==> config.mk <==
export PLATFORM = sky130hd
export DESIGN_NAME = rs_encode_line_adapter
export DESIGN_NICKNAME = d
export VERILOG_FILES = /design/src/rtl/rs_encode_line_adapter.sv
export SDC_FILE = /design/constraint.sdc
export NUM_CORES = 2
export LEC_CHECK = 0
export CAP_MARGIN = 25
export CELL_PAD_IN_SITES_DETAIL_PLACEMENT = 0
export CELL_PAD_IN_SITES_GLOBAL_PLACEMENT = 1
export CORE_UTILIZATION = 50
export DETAILED_ROUTE_END_ITERATION = 8
export DONT_BUFFER_PORTS = 1
export HOLD_SLACK_MARGIN = 0.1
export PLACE_DENSITY = 0.76
export SLEW_MARGIN = 20
export SYNTH_ARGS = -nofsm -noshare
export SYNTH_HDL_FRONTEND = slang
export SYNTH_SLANG_ARGS = --single-unit
==> constraint.sdc <==
create_clock -name clk -period 18.9 [get_ports clk]
set_clock_uncertainty 0.2 [all_clocks]
set_input_delay 4.725 -clock clk [delete_from_list [all_inputs] [get_ports clk]]
set_output_delay 4.725 -clock clk [all_outputs]
set_load 0.005 [all_outputs]
==> src/rtl/rs_encode_line_adapter.sv <==
// rs_encode_line_adapter
// Splits a block of K data bytes, delivered as DATA_W-bit lines, into a byte
// stream for an external RS encoder. The lines are buffered, and each block's
// last line is tagged with the parity the encoder returns.
// Optional feature macro: RS_ENCODE_LINE_ADAPTER_ZERO_PAD_EN
//   (zeroes the bytes of the last line that lie beyond K).
//
// Handshake rules: a transfer happens on a rising clk edge where valid and
// ready are both high. Once valid is raised it stays high with stable data
// until that edge. Ready may depend on state but never on the matching valid.
// The encoder ports (enc_*) have no backpressure.
module rs_encode_line_adapter #(
    parameter int DATA_W    = 64,
    parameter int RS_K_MAX  = 223,
    parameter int NUM_PAR   = 32,
    parameter int OUT_DEPTH = 4,
    localparam int DATA_BYTES = DATA_W / 8,
    localparam int CFG_W      = $clog2(RS_K_MAX + 1),
    localparam int PARITY_W   = 8 * NUM_PAR
) (
    input  logic                clk,
    input  logic                rst_n,
    input  logic [CFG_W-1:0]    cfg_k,
    input  logic                src_line_val,
    input  logic [DATA_W-1:0]   src_line,
    output logic                src_line_rdy,
    output logic                enc_start,
    output logic                enc_sym_val,
    output logic [7:0]          enc_sym,
    input  logic                enc_par_val,
    input  logic [7:0]          enc_par,
    output logic                dst_line_val,
    output logic [DATA_W-1:0]   dst_line,
    output logic [PARITY_W-1:0] dst_parity,
    output logic                dst_last,
    input  logic                dst_line_rdy,
    output logic                busy,
    output logic [1:0]          dbg_state
);

    localparam int BI_W  = $clog2(DATA_BYTES);
    localparam int PTR_W = $clog2(OUT_DEPTH);
    localparam int CNT_W = $clog2(OUT_DEPTH + 1);
    localparam int PC_W  = $clog2(NUM_PAR + 1);
    localparam int ENT_W = DATA_W + PARITY_W + 1;
    localparam logic [CFG_W-1:0] K_MAX = CFG_W'(RS_K_MAX);

    typedef enum logic [1:0] {IDLE = 2'd0, SER = 2'd1, WAIT_PAR = 2'd2} state_t;

    state_t                state, state_nxt;
    logic                  blk_active;   // a block has started but its last line is not yet buffered
    logic                  first_byte;   // current line is line 0 and byte 0 has not been sent yet
    logic                  last_line;    // line being serialised is the last line of the block
    logic                  init_done;    // keeps src_line_rdy low during reset and one cycle after it
    logic [BI_W-1:0]       byte_idx;
    logic [CFG_W-1:0]      rem;          // block bytes not yet sent on enc_sym
    logic [DATA_W-1:0]     shreg;
    logic [DATA_W-1:0]     held_line;
    logic [PARITY_W-1:0]   par_sr;
    logic [PC_W-1:0]       par_cnt;

    logic [ENT_W-1:0]      mem [OUT_DEPTH];
    logic [PTR_W-1:0]      rd_ptr, wr_ptr;
    logic [CNT_W-1:0]      count;

    logic [CFG_W-1:0]      k_new, rem_in;
    logic                  next_is_last, room, line_end, ser_done;
    logic                  par_hit, par_final, accept, push, pop;
    logic [PARITY_W-1:0]   par_next;
    logic [DATA_W-1:0]     held_next;
    logic [ENT_W-1:0]      push_data, head;

    // Input control: effective K, remaining-byte bookkeeping, buffer room, ready and FSM next state
    always_comb begin
        state_nxt = state;
        k_new     = (cfg_k == '0 || cfg_k > K_MAX) ? K_MAX : cfg_k;
        case (state)
            IDLE:    rem_in = blk_active ? rem : k_new;
            SER:     rem_in = rem - 1'b1;
            default: rem_in = rem;
        endcase
        next_is_last = (32'(rem_in) <= DATA_BYTES);
        // A non-last line must leave one entry free for the held last line.
        room = next_is_last ? (count < CNT_W'(OUT_DEPTH)) : (count < CNT_W'(OUT_DEPTH - 1));
        line_end  = (state == SER) && (byte_idx == BI_W'(DATA_BYTES - 1)) && !last_line;
        ser_done  = (state == SER) && last_line && (rem == CFG_W'(1));
        src_line_rdy = init_done && room && ((state == IDLE) || line_end);
        accept    = src_line_val && src_line_rdy;
        par_hit   = (state == WAIT_PAR) && enc_par_val;
        par_final = par_hit && (par_cnt == PC_W'(NUM_PAR - 1));
        par_next  = PARITY_W'({par_sr, enc_par});
        held_next = src_line;
`ifdef RS_ENCODE_LINE_ADAPTER_ZERO_PAD_EN
        for (int i = 0; i < DATA_BYTES; i++) begin
            if (i >= int'(rem_in)) held_next[DATA_W-1-8*i -: 8] = 8'h00;
        end
`endif
        case (state)
            IDLE:     if (accept) state_nxt = SER;
            SER:      if (ser_done) state_nxt = WAIT_PAR;
                      else if (line_end && !accept) state_nxt = IDLE;
            WAIT_PAR: if (par_final) state_nxt = IDLE;
            default:  state_nxt = IDLE;
        endcase
    end

    // FSM state register
    always_ff @(posedge clk or negedge rst_n) begin
        if (!rst_n) state <= IDLE;
        else        state <= state_nxt;
    end

    // Serialiser, block counters, held last line and parity collection
    always_ff @(posedge clk or negedge rst_n) begin
        if (!rst_n) begin
            blk_active <= 1'b0;
            first_byte <= 1'b0;
            last_line  <= 1'b0;
            init_done  <= 1'b0;
            byte_idx   <= '0;
            rem        <= '0;
            shreg      <= '0;
            held_line  <= '0;
            par_sr     <= '0;
            par_cnt    <= '0;
        end else begin
            init_done <= 1'b1;
            if (state == SER) begin
                shreg      <= shreg << 8;
                byte_idx   <= byte_idx + 1'b1;
                rem        <= rem - 1'b1;
                first_byte <= 1'b0;
            end
            if (accept) begin
                shreg      <= src_line;
                byte_idx   <= '0;
                rem        <= rem_in;
                last_line  <= next_is_last;
                first_byte <= !blk_active;
                blk_active <= 1'b1;
                if (next_is_last) held_line <= held_next;
            end
            if (par_hit) begin
                par_sr  <= par_next;
                par_cnt <= par_cnt + 1'b1;
            end
            if (par_final) begin
                par_cnt    <= '0;
                blk_active <= 1'b0;
            end
        end
    end

    // Output buffer control: non-last lines push on accept, the last line pushes with its parity
    always_comb begin
        push      = (accept && !next_is_last) || par_final;
        push_data = par_final ? {held_line, par_next, 1'b1} : {src_line, PARITY_W'(0), 1'b0};
        pop       = dst_line_val && dst_line_rdy;
        head      = mem[rd_ptr];
    end

    // Output buffer pointers and occupancy
    always_ff @(posedge clk or negedge rst_n) begin
        if (!rst_n) begin
            rd_ptr <= '0;
            wr_ptr <= '0;
            count  <= '0;
        end else begin
            if (push) wr_ptr <= (wr_ptr == PTR_W'(OUT_DEPTH - 1)) ? '0 : wr_ptr + 1'b1;
            if (pop)  rd_ptr <= (rd_ptr == PTR_W'(OUT_DEPTH - 1)) ? '0 : rd_ptr + 1'b1;
            case ({push, pop})
                2'b10:   count <= count + 1'b1;
                2'b01:   count <= count - 1'b1;
                default: count <= count;
            endcase
        end
    end

    // Output buffer storage; contents are only visible while the entry is occupied
    always_ff @(posedge clk) begin
        if (push) mem[wr_ptr] <= push_data;
    end

    assign dst_line_val = (count != '0);
    assign dst_line     = dst_line_val ? head[ENT_W-1 -: DATA_W] : '0;
    assign dst_parity   = dst_line_val ? head[PARITY_W:1] : '0;
    assign dst_last     = dst_line_val & head[0];
    assign enc_sym_val  = (state == SER);
    assign enc_start    = (state == SER) && first_byte;
    assign enc_sym      = (state == SER) ? shreg[DATA_W-1 -: 8] : 8'h00;
    assign busy         = blk_active;
    assign dbg_state    = state;

endmodule

==> impl_metrics.sql <==
INSERT INTO impl_metrics (metric_group, metric, value, unit) VALUES
('run_status', 'run_status', 'completed', ''),
('min_path', 'holdCritPathClass', 'flop to flop', ''),
('placed_design', 'placed_area', '69000', 'um^2'),
('clocking', 'insertion_delay', '0.81', 'ns'),
('synthesis', 'synth_enable_flop_cells', '1284', ''),
('setup_path', 'worstPathCellList', 'nor4_1, a21oi_1, a2111oi_0, a311oi_2, nand4_2, nand3_1, and2_1', ''),
('synthesis', 'synthesis.yosys.warnings', '0', ''),
('drt', 'detail-route-antenna-nets', '0', ''),
('clocking', 'post-cts-setup-buffer-count', '0', ''),
('power_and_ir_drop', 'power.share.switching', '0.283', ''),
('timing', 'timing.max_slew.rel_slack', '0.132', ''),
('clocking', 'numClockSinks', '1690', ''),
('drt', 'routedWlPerCell', '24.2', 'um'),
('floorplan', 'die_h', '369', 'um'),
('power_and_ir_drop', 'pwrdens', '135', 'nW/um^2'),
('timing', 'final_max_slew_viol_count', '0', ''),
('synthesis', 'syn_nets', '4193', ''),
('flow_run', 'drv_cap', '0', ''),
('clocking', 'cts_tree', 'yes', ''),
('setup_path', 'critical_path_arrival', '6.58', 'ns'),
('power_and_ir_drop', 'internal_dissipation', '0.00723', 'W'),
('clocking', 'clock_tree.buffer_depth', '3', ''),
('clocking', 'postCtsResizedCells', '0', ''),
('setup_path', 'timing.critical_path.to_type', 'output port', ''),
('synthesis', 'synth_area_leaders', 'edfxtp_1 57%, dfrtp_1 15%, mux4_2 11%, and2_1 5.5%, nand2_1 4.7%', ''),
('synthesis', 'post_synthesis_instance_area', '67200', 'um^2'),
('synthesis', 'ys_seq_elements', '1690', ''),
('setup_path', 'kind_of_launch_point_of_the_worst_setup_path', 'input pin', ''),
('timing', 'post_layout_min_period', '11.50', 'ns'),
('drt', 'detail_route.first_pass.iterations', '5', ''),
('floorplan', 'floorplan.io_pins', '421', ''),
('global_routing', 'grt_remaining_overflow', '0', ''),
('synthesis', 'postSynth.topFlopCell', 'edfxtp_1', ''),
('global_routing', 'grt_max_degree', '407', ''),
('power_and_ir_drop', 'total_power', '0.0101', 'W'),
('synthesis', 'synth.cells.most_frequent', '1284 x edfxtp_1, 840 x nand2_1, 589 x and2_1, 406 x dfrtp_1, 321 x mux4_2', ''),
('synthesis', 'synth_top_area_share', '0.573', ''),
('timing', 'period_share', '0.609', ''),
('synthesis', 'syn_avg_cell_area', '16.4', 'um^2'),
('synthesis', 'synth_cell_type_count', '61', ''),
('layout', 'stdcell_area', '74800', 'um^2'),
('global_routing', 'grt_use_total', '0.215', ''),
('drt', 'drcViolationCount', '0', ''),
('layout', 'drive_gt1_frac', '0.182', ''),
('layout', 'area_growth_from_synthesis_to_layout', '11.3', '%'),
('placed_design', 'detailedPlacementHpwl', '82.2', 'mm'),
('timing', 'timing_hold_violations_final', '0', ''),
('drt', 'detailedRoute.firstIterationViolations', '2628', ''),
('synthesis', 'synth_sequential_area_ratio', '0.725', ''),
('drt', 'wirelength', '145', 'mm'),
('layout', 'stdcell_count', '6001', ''),
('layout', 'final_net_count', '4181', ''),
('setup_path', 'worstPathMaxFanout', '5', ''),
('timing', 'setup-violations-final', '0', ''),
('timing', 'max_slew.worst_pin.slew', '1.30', 'ns'),
('setup_path', 'timing.critical_path.slowest_cell_delay', '0.55', 'ns'),
('setup_path', 'worstSetupPathType', 'input pin to output port', ''),
('floorplan', 'dieWidth', '369', 'um'),
('floorplan', 'design.core.area', '133000', 'um^2'),
('setup_path', 'worstPathRequired', '13.98', 'ns'),
('synthesis', 'synth_async_sr_flop_share', '0.240', ''),
('placed_design', 'place.gp.congestion', '0.809', ''),
('clocking', 'number_of_buffers_added_by_the_clock_tree_synthesis_step', '169', ''),
('clocking', 'cts_hold_buffers', '0', ''),
('floorplan', 'rows', '134', ''),
('global_routing', 'number_of_global_route_vias_before_repair', '34525', ''),
('clocking', 'clk_pin_slew_worst_paths', '0.06', 'ns'),
('timing', 'grt_setup_unrepaired', 'no', ''),
('floorplan', 'floorplan.initialDensity', '0.504', ''),
('placed_design', 'number_of_i_o_port_buffers', '0', ''),
('synthesis', 'synth_area_leader_cell', 'edfxtp_1', '');
==> sequential cells by signal, summed over array words and instances, names as in the netlist, 3 cells and up <==
register,flops
mem,1284
par_sr,248
held_line,64
shreg,64
rem,8
par_cnt,6
byte_idx,3
count,3
==> cell type report <==
cell class / count / area, um^2
well taps: 1768 / 2210
repair buffers: 56 / 648
flip-flops and latches: 1690 / 48700
fillers: 10433 / 58600
clock inverters: 67 / 808
multi-input cells: 2149 / 17600
inverters: 18 / 68.8
diodes: 2 / 5.00
clock buffers: 251 / 4820
==> power by group through the flow <==
| stage | Clock [W] | Sequential (W) | Combinational, W |
|---|---|---|---|
| finish | 0.00334 | 0.00439 | 0.00235 |
| detailed placement | 0 | 0.00449 | 0.00236 |
| CTS | 0.00341 | 0.00441 | 0.00236 |
| global placement | 0 | 0.00448 | 0.00234 |
| floorplan | 0 | 0.00446 | 0.00177 |
| global route | 0.00355 | 0.00442 | 0.00255 |
==> logic make-up (layout without fill, tap and decap cells) <==
kind of cell,Yosys count,count (layout),share of synthesized area
AOI/OAI and AO/OA,128,128,0.0116
muxes,510,510,0.138
DFF,1690,1690,0.725
xor gates and xnor gates,7,7,0.000912
buffers and inverters,257,392,0.0154
adders and majority gates,12,12,0.00234
and+or+nand+nor,1491,1491,0.107
other,1,3,0.0000558
==> stage by stage <==
| stage | setup TNS, ns | util | hold WS [ns] | setup WS, ns |
|---|---|---|---|---|
| 3_3_place_gp | 0 | 0.517 | 0.252 | 7.47 |
| 4_1_cts | 0 | 0.559 | 0.264 | 7.47 |
| 6_report | 0 | 0.561 | 0.272 | 7.40 |
| 5_1_grt | 0 | 0.561 | 0.302 | 7.32 |
| 3_5_place_dp | 0 | 0.517 | 0.256 | 7.48 |
| 2_1_floorplan | -3207.81 | - | 0.237 | -2.50 |
==> metal layers <==
metal	GRT usage	vias to the layer above	wire length (um)
li1	-	14988	-
met1	0.297	17324	62300
met2	0.341	859	69700
met3	0.0546	184	9950
met4	0.0609	2	3190
met5	0	-	8
==> worst paths after layout <==
kind	start	to	slack (ns)	depth (start not counted)
worst max-delay path	cfg_k[0]	src_line_rdy	7.40	7
worst min-delay path	par_sr[132]	par_sr[140]	0.27	2
worst max register to register	dbg_state[1]	mem[3][60]	11.95	12
worst min register to register	par_sr[132]	par_sr[140]	0.27	2
max in group asynchronous	rst_n	par_sr[138]	13.46	2
min in group asynchronous	rst_n	shreg[57]	3.41	0
==> cell usage in the layout (no fill, tap or decap), types with 5 or more instances in the layout <==
cell	n
edfxtp_1	1284
nand2_1	840
and2_1	589
dfrtp_1	404
mux4_2	321
clkbuf_16	171
mux2_2	131
mux2i_1	58
clkbuf_1	56
buf_4	42
o21ai_1	41
o21ai_0	36
clkinv_1	24
clkbuf_8	24
nor2_1	18
a21oi_1	15
inv_1	14
clkinv_2	13
ha_1	11
bufinv_16	11
buf_16	7
buf_12	7
nor3_1	6
nand3_1	6
a21o_1	6
nand2b_1	5
clkinv_8	5
==> critical path, delay by kind of cell <==
family / cells / cell delay [ns]
and+or+nand+nor: 4 / 1.00
AOI/OAI and AO/OA: 3 / 0.85
Note: power is estimated with default switching activity, not from simulation.
